`src/rtl/sd_pkg.sv`:
```
// Shared definitions for the signed-digit on-the-fly converter.
//   SD_POS / SD_NEG / SD_ZERO : {plus, minus} digit encodings (2'b11 also decodes as zero)
//   sd_state_e                : converter FSM states
package sd_pkg;

  localparam logic [1:0] SD_POS  = 2'b10;
  localparam logic [1:0] SD_NEG  = 2'b01;
  localparam logic [1:0] SD_ZERO = 2'b00;

  typedef enum logic [1:0] {
    IDLE    = 2'd0,
    CONVERT = 2'd1,
    FINISH  = 2'd2
  } sd_state_e;

endpackage

```
`src/rtl/sd_otf_step.sv`:
```
// Combinational on-the-fly conversion step for one radix-2 signed digit.
// Shifts Q and QM (= Q - 1 ulp) left by one position and appends the new digit.
//   q, qm           : current Q / QM, W bits
//   digit           : {plus, minus}; 10 = +1, 01 = -1, 00/11 = 0
//   q_next, qm_next : Q / QM after absorbing the digit (MSB shifted out is dropped)
module sd_otf_step
  import sd_pkg::*;
#(
  parameter int W = 17
) (
  input  logic [W-1:0] q,
  input  logic [W-1:0] qm,
  input  logic [1:0]   digit,
  output logic [W-1:0] q_next,
  output logic [W-1:0] qm_next
);

  always_comb begin
    q_next  = {q[W-2:0], 1'b0};
    qm_next = {qm[W-2:0], 1'b1};
    if (digit == SD_POS) begin
      q_next  = {q[W-2:0], 1'b1};
      qm_next = {q[W-2:0], 1'b0};
    end else if (digit == SD_NEG) begin
      q_next  = {qm[W-2:0], 1'b1};
      qm_next = {qm[W-2:0], 1'b0};
    end
  end

endmodule

```
`src/rtl/sd_otf_converter.sv`:
```
// On-the-fly converter: turns an MSD-first borrow-save quotient digit stream into a
// two's-complement quotient without a carry-propagate adder, applying the final
// non-restoring correction (QM selected when the final remainder is negative).
//   clk, rst_n    : clock, asynchronous active-low reset
//   start         : begin (or abort and restart) a conversion
//   write_enable  : global advance; when low all state holds (except FINISH -> IDLE)
//   digit_valid   : digit_in meaningful this cycle
//   digit_in      : {plus, minus} signed digit
//   rem_neg       : final remainder sign, sampled with the last digit only
//   digit_ready   : a digit can be accepted this cycle
//   busy          : conversion in progress
//   done          : one-cycle pulse when q_out updates
//   q_out         : signed quotient, N_DIGITS+1 bits
module sd_otf_converter
  import sd_pkg::*;
#(
  parameter int N_DIGITS = 16
) (
  input  logic                clk,
  input  logic                rst_n,
  input  logic                start,
  input  logic                write_enable,
  input  logic                digit_valid,
  input  logic [1:0]          digit_in,
  input  logic                rem_neg,
  output logic                digit_ready,
  output logic                busy,
  output logic                done,
  output logic [N_DIGITS:0]   q_out
);

  localparam int W     = N_DIGITS + 1;
  localparam int CNT_W = $clog2(N_DIGITS + 1);

  sd_state_e        state;
  logic [W-1:0]     q_reg;
  logic [W-1:0]     qm_reg;
  logic [W-1:0]     q_next;
  logic [W-1:0]     qm_next;
  logic [W-1:0]     q_out_reg;
  logic [CNT_W-1:0] cnt;
  logic             last_digit;

  sd_otf_step #(.W(W)) u_step (
    .q       (q_reg),
    .qm      (qm_reg),
    .digit   (digit_in),
    .q_next  (q_next),
    .qm_next (qm_next)
  );

  assign last_digit  = (cnt == CNT_W'(N_DIGITS - 1));
  assign busy        = (state == CONVERT);
  assign digit_ready = busy && write_enable;
  assign done        = (state == FINISH);
  assign q_out       = q_out_reg;

  always_ff @(posedge clk or negedge rst_n) begin
    if (!rst_n) begin
      state     <= IDLE;
      q_reg     <= '0;
      qm_reg    <= '1;
      cnt       <= '0;
      q_out_reg <= '0;
    end else begin
      case (state)
        IDLE: begin
          if (start && write_enable) begin
            q_reg  <= '0;
            qm_reg <= '1;
            cnt    <= '0;
            state  <= CONVERT;
          end
        end
        CONVERT: begin
          if (write_enable) begin
            // Restart takes priority over a digit presented in the same cycle.
            if (start) begin
              q_reg  <= '0;
              qm_reg <= '1;
              cnt    <= '0;
            end else if (digit_valid) begin
              q_reg  <= q_next;
              qm_reg <= qm_next;
              cnt    <= cnt + CNT_W'(1);
              if (last_digit) begin
                q_out_reg <= rem_neg ? qm_next : q_next;
                state     <= FINISH;
              end
            end
          end
        end
        FINISH:  state <= IDLE;
        default: state <= IDLE;
      endcase
    end
  end

endmodule

```
`config.mk`:
```
export PLATFORM = sky130hd
export DESIGN_NAME = sd_otf_converter
export DESIGN_NICKNAME = d
export VERILOG_FILES = /design/src/rtl/sd_pkg.sv /design/src/rtl/sd_otf_step.sv /design/src/rtl/sd_otf_converter.sv
export SDC_FILE = /design/constraint.sdc
export NUM_CORES = 1
export LEC_CHECK = 0
export BUFFER_PORTS_ARGS = -buffer_cell sky130_fd_sc_hd__buf_4
export CORE_ASPECT_RATIO = 2
export CORE_UTILIZATION = 60
export CTS_CLUSTER_SIZE = 8
export DETAILED_ROUTE_END_ITERATION = 7
export PLACE_DENSITY_LB_ADDON = 0.1
export SETUP_SLACK_MARGIN = 0.15
export SKIP_LAST_GASP = 1
export SYNTH_ARGS = -nofsm -noshare
export SYNTH_HDL_FRONTEND = slang
export SYNTH_HIERARCHICAL = 1
export SYNTH_SLANG_ARGS = --single-unit
```
`constraint.sdc`:
```
create_clock -name clk -period 2.6 [get_ports clk]
set_input_delay 0.26 -clock clk [delete_from_list [all_inputs] [get_ports clk]]
set_output_delay 0.26 -clock clk [all_outputs]
set_load 0.02 [all_outputs]
```
==> Yosys cells after proc, flatten, opt, wreduce, memory -nomap -nowiden <==
Cells that the tools add are included.
W data, S select, Z words.
{ "op_classes": {"muxes": 26, "n_addsub": 1, "n_eq_ne": 11, "reduce_logical": 7, "bitwise_logic": 1} }
{ "op_table": {"columns": ["operator", "count"], "rows": [
  ["$mux W16", 8],
  ["$mux W17", 4],
  ["$pmux W16 S2", 2],
  ["$mux W5", 4],
  ["$mux W2", 5],
  ["$pmux W5 S2", 1],
  ["$reduce_and A5 Y1", 2],
  ["$ne A2 B2 Y1 const B", 4],
  ["$add A5 B1 Y5 const B", 1],
  ["$eq A5 B4 Y1 const B", 1],
  ["$eq A2 B1 Y1 const B", 2],
  ["$eq A2 B2 Y1 const B", 2],
  ["$pmux W2 S2", 1],
  ["$reduce_and A4 Y1", 1],
  ["$ne A3 B3 Y1 const B", 1],
  ["$logic_and A1 B1 Y1", 2],
  ["$logic_not A2 Y1", 1],
  ["$ne A2 B1 Y1 const B", 1],
  ["$reduce_bool A2 Y1", 1],
  ["$mux W1", 1],
  ["$not A1 Y1", 1]
]} }
{ "totals": {"out_inout_bits": 20, "ff_bits": 56} }

==> Depth between registers and ports, before layout <==
{ "depth": {"ltp_word": 7, "ltp_mapped": 9, "depth_no_buf": 6} }

==> By module <==
Netlist, hierarchy kept.
{ "modules_own_cells": {"columns": ["mod", "cells_each", "n_inst", "area_each_um2"], "rows": [
  ["sd_otf_converter", 165, 1, 2451.1],
  ["sd_otf_step", 44, 1, 509.2]
]} }

==> Least setup slack after synthesis <==
Ideal clock, no wire load.
{ "synth_timing": {"kind": "input port to flip-flop", "startpoint": "in digit_in[0]", "endpoint": "reg q_out_reg[4] (netlist: q_out[4])", "t_arrival_ns": 1.766, "cell_stages": 9, "setup_slack_ns": 0.709, "path_buffers": 3, "required_ns": 2.475, "cell_sequence": "inv_1 > ha_1 > buf_6 > nor2b_2 > buf_6 > buf_12 > mux2_4 > mux2_2 > mux2_2"} }
{ "synth_via": {"elab_chain_cells": 4, "elab_cells_between_ends": 6, "classes_between": "eq/ne (2); mux (4)"} }
{ "synth_rtl": {"columns": ["element", "line_no", "rtl"], "rows": [
  ["start: declaration", "sd_otf_converter.sv:24", "input logic [1:0] digit_in,"],
  ["$eq A2 B1 Y1", "sd_otf_step.sv:24", "end else if (digit == SD_NEG) begin"],
  ["$mux W17", "sd_otf_step.sv:24", null],
  ["$mux W17 (*)", "sd_otf_step.sv:21", "if (digit == SD_POS) begin"],
  ["net q_next[4]", "sd_otf_converter.sv:38", "logic [W-1:0] q_next;"],
  ["$mux W17 (*)", "sd_otf_converter.sv:87", "q_out_reg <= rem_neg ? qm_next : q_next;"],
  ["end signal: assignment", "sd_otf_converter.sv:87", null],
  ["end: declaration", "sd_otf_converter.sv:40", "logic [W-1:0] q_out_reg;"]
]} }
Mark *: on every way through the listed nets, which the timed path passes. The rest lies on a longest branch.
A chain may end at the register's enable or synchronous reset.

==> Worst setup path after layout <==
{ "layout_timing": {"startpoint": "reg cnt[0]", "endpoint": "reg q_out_reg[16] (netlist: q_out[16])"} }
{ "layout_via": {"elab_chain_cells": 2} }
{ "layout_rtl": {"columns": ["element", "line_no", "rtl"], "rows": [
  ["start: declaration", "sd_otf_converter.sv:41", "logic [CNT_W-1:0] cnt;"],
  ["start signal: assignment", "sd_otf_converter.sv:85", "cnt <= cnt + CNT_W'(1);"],
  ["$eq A5 B4 Y1", "sd_otf_converter.sv:52", "assign last_digit = (cnt == CNT_W'(N_DIGITS - 1));"],
  ["$reduce_and A5 Y1 (no line)", null, null]
]} }
No other way between the ends.

==> results_dict.tcl <==
set metrics [dict create \
    status "finished, final reports clean" \
    io_pins 28 \
    drt_first_pass_iters 4 \
    io_buffers 27 \
    end_kind "flip-flop" \
    setup_viol 0 \
    clock_latency_ns 0.31 \
    postSynthAreaPerCell_um2 14.1 \
    syn-instance-count 205 \
    coreArea_mm2 0.00460 \
    drc 0 \
    timing.hold.ws_ns 0.270 \
    hold_class "input pin to flip-flop" \
    cpMostUsedCell "ha_1" \
    p_sw_uw 441 \
    post-route-period-util 0.707 \
    die_h_um 100 \
    routabilityCongestion 0.748 \
    fmax_mhz 544 \
    drive_gt1_frac 0.530 \
    nets 242 \
    finalHoldViolCount 0 \
    area_growth_pct 10.0 \
    cp_max_fo 18 \
    path_cells "ha_1 > and3_1 > ha_1 > and3_4 > mux2_2" \
    post_drt_wl_per_cell_um 19.4 \
    maxCapViolations 0 \
    root_buffer "clkbuf_8" \
    drt_iter0_drc 28 \
    seqPwrFrac 0.564 \
    critPathRequiredTime_ns 2.80 \
    setup-tns-final_ns 0 \
    pwr_density_cell_mw_per_mm2 536 \
    skew_ns 0.0118 \
    critical_path_arrival_ns 2.04 \
    clockBufferDepth 2 \
    htree_levels 2 \
    cts.sink_count 56 \
    critPathTopFamily "simple AND/OR/NAND/NOR gates" \
    dieArea_mm2 0.00512 \
    path_class "flip-flop to flip-flop" \
    p_int_mw 1.26 \
    maxSlewViolCount 0 \
    grt_pass1_wl_mm 9.37 \
    clk_pin_slew_ns 0.10 \
    numCtsBuffers 5 \
    num_rows 35 \
    start_util 0.629 \
    via_per_inst 6.15 \
    crit_slowest_cell "and3_4" \
    power_frac_comb 0.157 \
    antenna_cells 0 \
    worst-path-buf-inv 0 \
    tightestPinTransition_ns 0.815 \
    dp_hpwl_mm 3.54 \
    synth_area_mm2 0.00289 \
    rsz0062_at_grt "false" \
    ant_nets 0 \
    p_leak_nw 1.43 \
    grt-ovfl-total 0 \
    p_total_mw 1.70 \
    sw_frac_of_total 0.259 \
    min_period_ns 1.84 \
    vias 1753 \
    largest_reg_flops 17 \
    power_frac_clock 0.280 \
    die_w_um 51.1 \
    routed_wl_mm 5.53 \
    slew_headroom 0.457 \
    start_kind "flip-flop" \
    cts_tree "yes" \
    cts_resized 0 \
    grt_max_degree 57 \
    antenna_found_initial 0 \
    slowest_delay_ns 0.41 \
    syn-num-nets 218 \
    grt_pass1_vias 1947 \
    grt_use_total 0.245 \
    yosys_warnings 6 \
    vdd_ir_drop_max_uv 619 \
]
## per-stage QoR
stage          area (um^2)  worst slack (ns)  utilization  std cells
5_1_grt               3180             0.653        0.692        285
4_1_cts               3180             0.756        0.692        285
3_3_place_gp          3080             0.603        0.670        276
3_5_place_dp          3080             0.552        0.670        276
6_report              3180             0.761        0.692        285
2_1_floorplan         2890             0.709            -        205
## cell usage in the layout, fill, tap and decap left out, drive strengths merged, types with 3 or more instances in the layout
cell type  count
dfstp         16
nor2b          3
o21ai          3
a22o          18
buf           30
mux2          66
ha             5
dfrtp         40
clkbuf         5
o22a          16
inv            4
## worst min-delay path, delay by kind of cell
kind / cells / cell delay [ns]
AO/OA/AOI/OAI: 1 / 0.08
buffers and inverters: 1 / 0.10
AND/OR/NAND/NOR: 1 / 0.10
## metal layers
metal | track usage | wire length [um] | vias up
met5 | 0 | 0 | -
met4 | 0.0962 | 86 | 0
met2 | 0.424 | 3030 | 25
met3 | 0.0348 | 102 | 7
met1 | 0.300 | 2320 | 908
li1 | - | - | 813
## final cells by class
type	count	area, um^2
clock buffers	5	68.8
clock inverters	3	23.8
fillers	326	1420
inverters	4	15.0
multi-input cells	131	1350
flip-flops and latches	56	1420
well taps	55	68.8
repair buffers	31	235
## worst paths after layout
path	slack, ns	cells past startpoint	to	startpoint
max reg2reg	0.76	5	q_out[16]$_DFFE_PN0P_	cnt[0]$_DFFE_PN0P_
min	0.27	3	state[0]$_DFFE_PN0P_	write_enable
max	0.76	5	q_out[16]$_DFFE_PN0P_	cnt[0]$_DFFE_PN0P_
min in group asynchronous	0.52	2	q_out[12]$_DFFE_PN0P_	rst_n
min reg2reg	0.52	1	state[0]$_DFFE_PN0P_	state[1]$_DFFE_PN0P_
max in group asynchronous	1.62	2	q_reg[9]$_DFFE_PN0P_	rst_n
## power groups by stage
stage | logic (mW) | clock network (mW) | registers [mW]
2_1_floorplan | 0.206 | 0 | 0.965
3_3_place_gp | 0.258 | 0 | 0.973
3_5_place_dp | 0.267 | 0 | 0.975
4_1_cts | 0.270 | 0.496 | 0.959
5_1_grt | 0.291 | 0.526 | 0.966
6_report | 0.267 | 0.477 | 0.960
## what timing repair did
item	in CTS	in global routing
endpoints found under the hold margin	7	0
hold buffers	1	0
setup endpoints to repair	0	0
setup buffers	0	0
Power figures use the tool's default switching activity.
